$ cat src/rtl/seg7_hex_reader.sv
// Recovers 4-bit character codes from an active-low 7-segment bus once a pattern has been stable for STABLE_CYCLES samples.
// Accept lands STABLE_CYCLES+1 edges after the input settles; a full FIFO drops new codes and sets the sticky overflow flag.
module seg7_hex_reader #(
    parameter int STABLE_CYCLES = 4,
    parameter int FIFO_DEPTH    = 4,
    parameter int CNT_W         = 8
) (
    input  logic             clk,
    input  logic             reset,
    input  logic [6:0]       seg_in,
    input  logic             seg_en,
    output logic [3:0]       code_out,
    output logic             ambig_out,
    output logic             out_valid,
    input  logic             out_ready,
    output logic             err_pulse,
    output logic [CNT_W-1:0] err_count,
    output logic             fifo_full,
    output logic             overflow
);
    localparam int SW = $clog2(STABLE_CYCLES + 1);
    localparam int AW = $clog2(FIFO_DEPTH);
    localparam logic [SW-1:0] CNT_ACCEPT = SW'(STABLE_CYCLES);
    localparam logic [AW:0]   OCC_FULL   = (AW+1)'(FIFO_DEPTH);

    localparam logic [1:0] IDLE     = 2'd0;
    localparam logic [1:0] SETTLING = 2'd1;
    localparam logic [1:0] LOCKED   = 2'd2;

    typedef struct packed {
        logic       ambig;
        logic [3:0] code;
    } entry_t;

    logic [6:0]    seg_q, cand, cand_nx;
    logic          en_q;
    logic [1:0]    state, state_nx;
    logic [SW-1:0] cnt, cnt_nx;
    logic          accept;

    always_comb begin
        state_nx = state;
        cand_nx  = cand;
        cnt_nx   = cnt;
        accept   = 1'b0;
        if (!en_q) begin
            state_nx = IDLE;
            cnt_nx   = '0;
        end else if (state == IDLE || seg_q != cand) begin
            cand_nx  = seg_q;
            cnt_nx   = SW'(1);
            state_nx = SETTLING;
            if (STABLE_CYCLES == 1) begin
                accept   = 1'b1;
                state_nx = LOCKED;
            end
        end else if (state == SETTLING) begin
            cnt_nx = cnt + SW'(1);
            if (cnt_nx == CNT_ACCEPT) begin
                accept   = 1'b1;
                state_nx = LOCKED;
            end
        end
    end

    // Z and S reuse the patterns of 2 and 5, so they come back as the digit with ambig set.
    logic       dec_valid, dec_blank, dec_ambig;
    logic [3:0] dec_code;

    always_comb begin
        dec_valid = 1'b1;
        dec_blank = 1'b0;
        dec_ambig = 1'b0;
        dec_code  = 4'h0;
        case (cand_nx)
            7'h40: dec_code = 4'h0;
            7'h79: dec_code = 4'h1;
            7'h24: begin dec_code = 4'h2; dec_ambig = 1'b1; end
            7'h30: dec_code = 4'h3;
            7'h19: dec_code = 4'h4;
            7'h12: begin dec_code = 4'h5; dec_ambig = 1'b1; end
            7'h02: dec_code = 4'h6;
            7'h78: dec_code = 4'h7;
            7'h00: dec_code = 4'h8;
            7'h18: dec_code = 4'h9;
            7'h09: dec_code = 4'hA;
            7'h11: dec_code = 4'hB;
            7'h2F: dec_code = 4'hD;
            7'h4E: dec_code = 4'hF;
            7'h7F: begin dec_valid = 1'b0; dec_blank = 1'b1; end
            default: dec_valid = 1'b0;
        endcase
    end

    logic push, bad;
    assign push = accept & dec_valid;
    assign bad  = accept & ~dec_valid & ~dec_blank;

    entry_t        mem [FIFO_DEPTH];
    logic [AW-1:0] wr_ptr, rd_ptr;
    logic [AW:0]   occ;
    logic          pop, push_ok;
    entry_t        head;

    assign out_valid = (occ != '0);
    assign fifo_full = (occ == OCC_FULL);
    assign pop       = out_valid & out_ready;
    assign push_ok   = push & (~fifo_full | pop);
    assign head      = mem[rd_ptr];
    assign code_out  = out_valid ? head.code  : 4'h0;
    assign ambig_out = out_valid ? head.ambig : 1'b0;

    always_ff @(posedge clk) begin
        if (push_ok) begin
            mem[wr_ptr] <= '{ambig: dec_ambig, code: dec_code};
        end
    end

    always_ff @(posedge clk) begin
        if (reset) begin
            seg_q     <= '0;
            en_q      <= 1'b0;
            state     <= IDLE;
            cand      <= '0;
            cnt       <= '0;
            wr_ptr    <= '0;
            rd_ptr    <= '0;
            occ       <= '0;
            err_pulse <= 1'b0;
            err_count <= '0;
            overflow  <= 1'b0;
        end else begin
            seg_q     <= seg_in;
            en_q      <= seg_en;
            state     <= state_nx;
            cand      <= cand_nx;
            cnt       <= cnt_nx;
            err_pulse <= bad;
            if (bad && err_count != {CNT_W{1'b1}}) begin
                err_count <= err_count + CNT_W'(1);
            end
            if (push && fifo_full && !pop) begin
                overflow <= 1'b1;
            end
            if (push_ok) begin
                wr_ptr <= wr_ptr + AW'(1);
            end
            if (pop) begin
                rd_ptr <= rd_ptr + AW'(1);
            end
            case ({push_ok, pop})
                2'b10:   occ <= occ + (AW+1)'(1);
                2'b01:   occ <= occ - (AW+1)'(1);
                default: occ <= occ;
            endcase
        end
    end
endmodule
$ cat config.mk
export PLATFORM = sky130hd
export DESIGN_NAME = seg7_hex_reader
export DESIGN_NICKNAME = d
export VERILOG_FILES = /design/src/rtl/seg7_hex_reader.sv
export SDC_FILE = /design/constraint.sdc
export NUM_CORES = 1
export LEC_CHECK = 0
export CAP_MARGIN = 20
export CORE_ASPECT_RATIO = 1.25
export CORE_UTILIZATION = 55
export DETAILED_ROUTE_END_ITERATION = 10
export PLACE_DENSITY = 0.86
export SLEW_MARGIN = 20
export SYNTH_ARGS = -nofsm -noshare
export SYNTH_HDL_FRONTEND = slang
export SYNTH_SLANG_ARGS = --single-unit
$ cat constraint.sdc
create_clock -name clk -period 4 [get_ports clk]
set_clock_uncertainty 0.05 [all_clocks]
set_input_delay 0.6 -clock clk [delete_from_list [all_inputs] [get_ports clk]]
set_output_delay 0.6 -clock clk [all_outputs]
set_load 0.005 [all_outputs]
==> results.sh <==
export IMPL_synth_nets=339
export IMPL_synth_top_area_cell="dfxtp_1"
export IMPL_coreArea_um2=5480
export IMPL_grt_busiest_layer="met2"
export IMPL_viasPerCell=5.83
export IMPL_grt_setup_unrepaired="no"
export IMPL_final_core_util=0.650
export IMPL_fin_setup_tns_ns=0
export IMPL_syn_area_um2=3160
export IMPL_synth_edff_count=20
export IMPL_synth_main_ff_cell="dfxtp_1"
export IMPL_max_stage_delay_ns=0.68
export IMPL_post_route_drc_count=0
export IMPL_tritoncts_num_buffers=9
export IMPL_synth_seq_cells=59
export IMPL_worst_skew_pair_late_latency_ns=0.34
export IMPL_chipWidth_um=69.8
export IMPL_synth_most_common_cell="dfxtp_1"
export IMPL_seq_area_frac_synth=0.438
export IMPL_synthesis_yosys_warnings=0
export IMPL_power_density_cell_area_nw_per_um2=357
export IMPL_synth_async_sr_flop_share=0
export IMPL_cts_sinks=59
export IMPL_clockRootBuffer="clkbuf_8"
export IMPL_tightestPinTransition_ns=0.719
export IMPL_worst_hold_path_endpoint="overflow$_SDFFE_PP0P_"
export IMPL_drt_iter0_drc=131
export IMPL_number_of_antenna_violations_at_the_first_check_in_global_routing=0
export IMPL_setup_crit_path_kind="reg2reg"
export IMPL_cts_max_path_buffers=2
export IMPL_finalHoldWorstSlack_ns=0.439
export IMPL_route_vias_total=2369
export IMPL_cp_slowest_cell="or4b_2"
export IMPL_worst_r2r_setup_slack_ns=0.53
export IMPL_fillerInstances=429
export IMPL_gr_usage_met2=0.359
export IMPL_grtUsageTotal=0.203
export IMPL_netlist_instances=320
export IMPL_detailedPlacementHpwl_um=4220
export IMPL_cts_hold_buf=0
export IMPL_worst_ep_arrival_time_ns=3.63
export IMPL_grt_start_max_net_pins=37
export IMPL_floorplan_rows=30
export IMPL_synth_top_area_share=0.247
export IMPL_gp_congestion=0.909
export IMPL_timing_max_transition_violations_final=0
export IMPL_path_cells="or4b_2 -> nor4b_1 -> or4_4 -> a211oi_4 -> nor2_1 -> nor2_1 -> fa_1 -> and3_1 -> a311o_1 -> a31oi_1 -> a31oi_1"
export IMPL_post_synth_cell_area_avg_um2=9.86
export IMPL_cell_depth_of_the_worst_min_delay_path=2
export IMPL_number_of_hold_slack_violations_in_the_final_timing_report=0
export IMPL_routed_wirelength_um=5770
export IMPL_critPathRequiredTime_ns=4.16
export IMPL_cts_tree="done"
export IMPL_pin_count=28
export IMPL_grtUsageMet3=0.0547
export IMPL_status="completed"
export IMPL_ant_nets=0
export IMPL_worst_r2r_cell_count=11
export IMPL_first_pass_grt_wire_length_um=9650
export IMPL_area_delta_synth_final_pct=13.0
export IMPL_grt_util_met1=0.228
export IMPL_y_dimension_of_the_die_um=86.7
export IMPL_type_of_destination_of_the_critical_path="flop"
export IMPL_final_nets=356
export IMPL_die_area_um2=6050
export IMPL_insertedDiodeCount=0
export IMPL_share_of_post_route_cells_with_drive_strength_above_1=0.0965
export IMPL_wire_per_inst_um=14.2
export IMPL_ys_top_cells_by_count="39 x dfxtp_1, 38 x nor2_1, 20 x edfxtp_1"
export IMPL_achievable_frequency_mhz=289
export IMPL_startpoint_type="flop"
export IMPL_path_max_fanout=10
export IMPL_slew_margin_rel=0.515
export IMPL_grt_pass1_vias=2210
export IMPL_r2r_start="seg_q[4]$_SDFF_PP0_"
export IMPL_globalRoute_totalOverflow=0
export IMPL_crit_reg2reg_capture="occ[2]$_SDFFE_PP0P_"
export IMPL_post_cts_setup_buffer_count=0
export IMPL_cts_reportedPaths_clkPinSlew_ns=0.06
export IMPL_power_ir_vdd_worst_mv=0.259
export IMPL_drt_pass1_iter_count=4
export IMPL_initial_utilization=0.576
export IMPL_synth_distinct_cells=55
export IMPL_number_of_setup_violations_in_the_final_report=0
export IMPL_post_cts_resize_count=0
export IMPL_area_sequential_um2=1380
export IMPL_synth_area_top_cells="dfxtp_1 25%, edfxtp_1 19%, nor2_1 4.5%"
export IMPL_drv_cap=0
export IMPL_multiInputGateArea_um2=1630
export IMPL_final_period_utilization=0.866
export IMPL_critical_hold_path_startpoint="overflow$_SDFFE_PP0P_"
export IMPL_htreeDepth=3
export IMPL_leakage_nw=1.29
export IMPL_worst_hold_path_type="reg2reg"
export IMPL_io_buffers=27
export IMPL_fin_crit_ns=3.47
## where the power goes
part | internal [mW] | switching (mW)
registers | 0.635 | 0.0293
clock network | 0.218 | 0.226
logic | 0.0904 | 0.0749
total | 0.944 | 0.330
## sequential cells by signal (all words and copies together), names as in the netlist, named ones only
| name | count |
|---|---|
| overflow | 1 |
| wr_ptr | 2 |
| rd_ptr | 2 |
| en_q | 1 |
| mem | 20 |
| err_count | 8 |
| seg_q | 7 |
| occ | 3 |
| cand | 7 |
| cnt | 3 |
| state | 2 |
| err_pulse | 1 |
## worst max path at each step
stage / from / end / slack, ns
floorplan: seg_q[2]$_SDFF_PP0_ / occ[2]$_SDFFE_PP0P_ / 0.81
global placement: seg_q[4]$_SDFF_PP0_ / occ[2]$_SDFFE_PP0P_ / 0.71
detailed placement: seg_q[4]$_SDFF_PP0_ / occ[2]$_SDFFE_PP0P_ / 0.59
CTS: seg_q[4]$_SDFF_PP0_ / occ[2]$_SDFFE_PP0P_ / 0.55
global route: seg_q[4]$_SDFF_PP0_ / occ[2]$_SDFFE_PP0P_ / 0.33
finish: seg_q[4]$_SDFF_PP0_ / occ[2]$_SDFFE_PP0P_ / 0.53
## layer usage
| metal | routed length (µm) | vias to the layer above | part of all wire |
|---|---|---|---|
| li1 | - | 1195 | - |
| met1 | 2460 | 1101 | 0.43 |
| met2 | 2970 | 63 | 0.51 |
| met3 | 249 | 10 | 0.043 |
| met4 | 83 | 0 | 0.014 |
| met5 | 0 | - | 0 |
## final cells by class
type,instances,area share
inverter,6,0.00632
clock buffer,10,0.0358
timing repair buffer,30,0.0821
sequential,59,0.388
tap,64,0.0225
multi-input combinational,231,0.457
clock inverter,6,0.00913
## kinds of logic (layout without fill, tap and decap cells)
logic type | count (synthesis) | in the layout | synth area share
AND/OR/NAND/NOR | 144 | 144 | 0.255
flip-flops | 59 | 59 | 0.438
AO/OA/AOI/OAI | 42 | 42 | 0.0960
buffers and inverters | 30 | 52 | 0.0464
multiplexers | 19 | 19 | 0.0813
XOR/XNOR | 18 | 18 | 0.0500
adder cells (fa/ha/maj) | 8 | 8 | 0.0341
## layout by cell type (no fill, tap or decap), types with 3 or more instances in the layout
| cell | instances |
|---|---|
| nor3_1 | 6 |
| xor2_1 | 6 |
| clkinv_2 | 5 |
| buf_4 | 3 |
| nand2b_1 | 3 |
| nand3b_1 | 6 |
| nand4b_1 | 4 |
| dfxtp_1 | 39 |
| nand2_1 | 18 |
| and3b_1 | 3 |
| xnor2_1 | 12 |
| mux4_2 | 5 |
| clkbuf_8 | 9 |
| edfxtp_1 | 20 |
| a21oi_1 | 14 |
| nand4_1 | 6 |
| a31oi_1 | 3 |
| ha_1 | 7 |
| mux2_1 | 3 |
| inv_1 | 6 |
| mux2i_1 | 11 |
| o21ai_0 | 5 |
| nor2_1 | 38 |
| and2_1 | 9 |
| nor3b_1 | 3 |
| a211o_1 | 3 |
| nor2b_1 | 15 |
| and3_1 | 7 |
| nor4_1 | 6 |
| clkdlybuf4s50_1 | 27 |
| or4_1 | 3 |
| nand3_1 | 7 |
## through the flow
stage	power [mW]	setup slack, ns	cell area [µm²]	instances
4_1_cts	1.29	0.552	3560	406
2_1_floorplan	0.785	0.814	3160	320
5_1_grt	1.33	0.335	3560	406
6_report	1.27	0.535	3560	406
3_3_place_gp	0.838	0.708	3400	390
3_5_place_dp	0.844	0.590	3400	390
## critical path, delay by kind of cell (launching register included)
kind / cells / cell delay (ns)
AND/OR/NAND/NOR: 6 / 1.77
AO/OA/AOI/OAI: 4 / 0.59
flip-flops: 1 / 0.49
adder cells (fa/ha/maj): 1 / 0.44
Note: power is estimated with default switching activity, not from simulation.
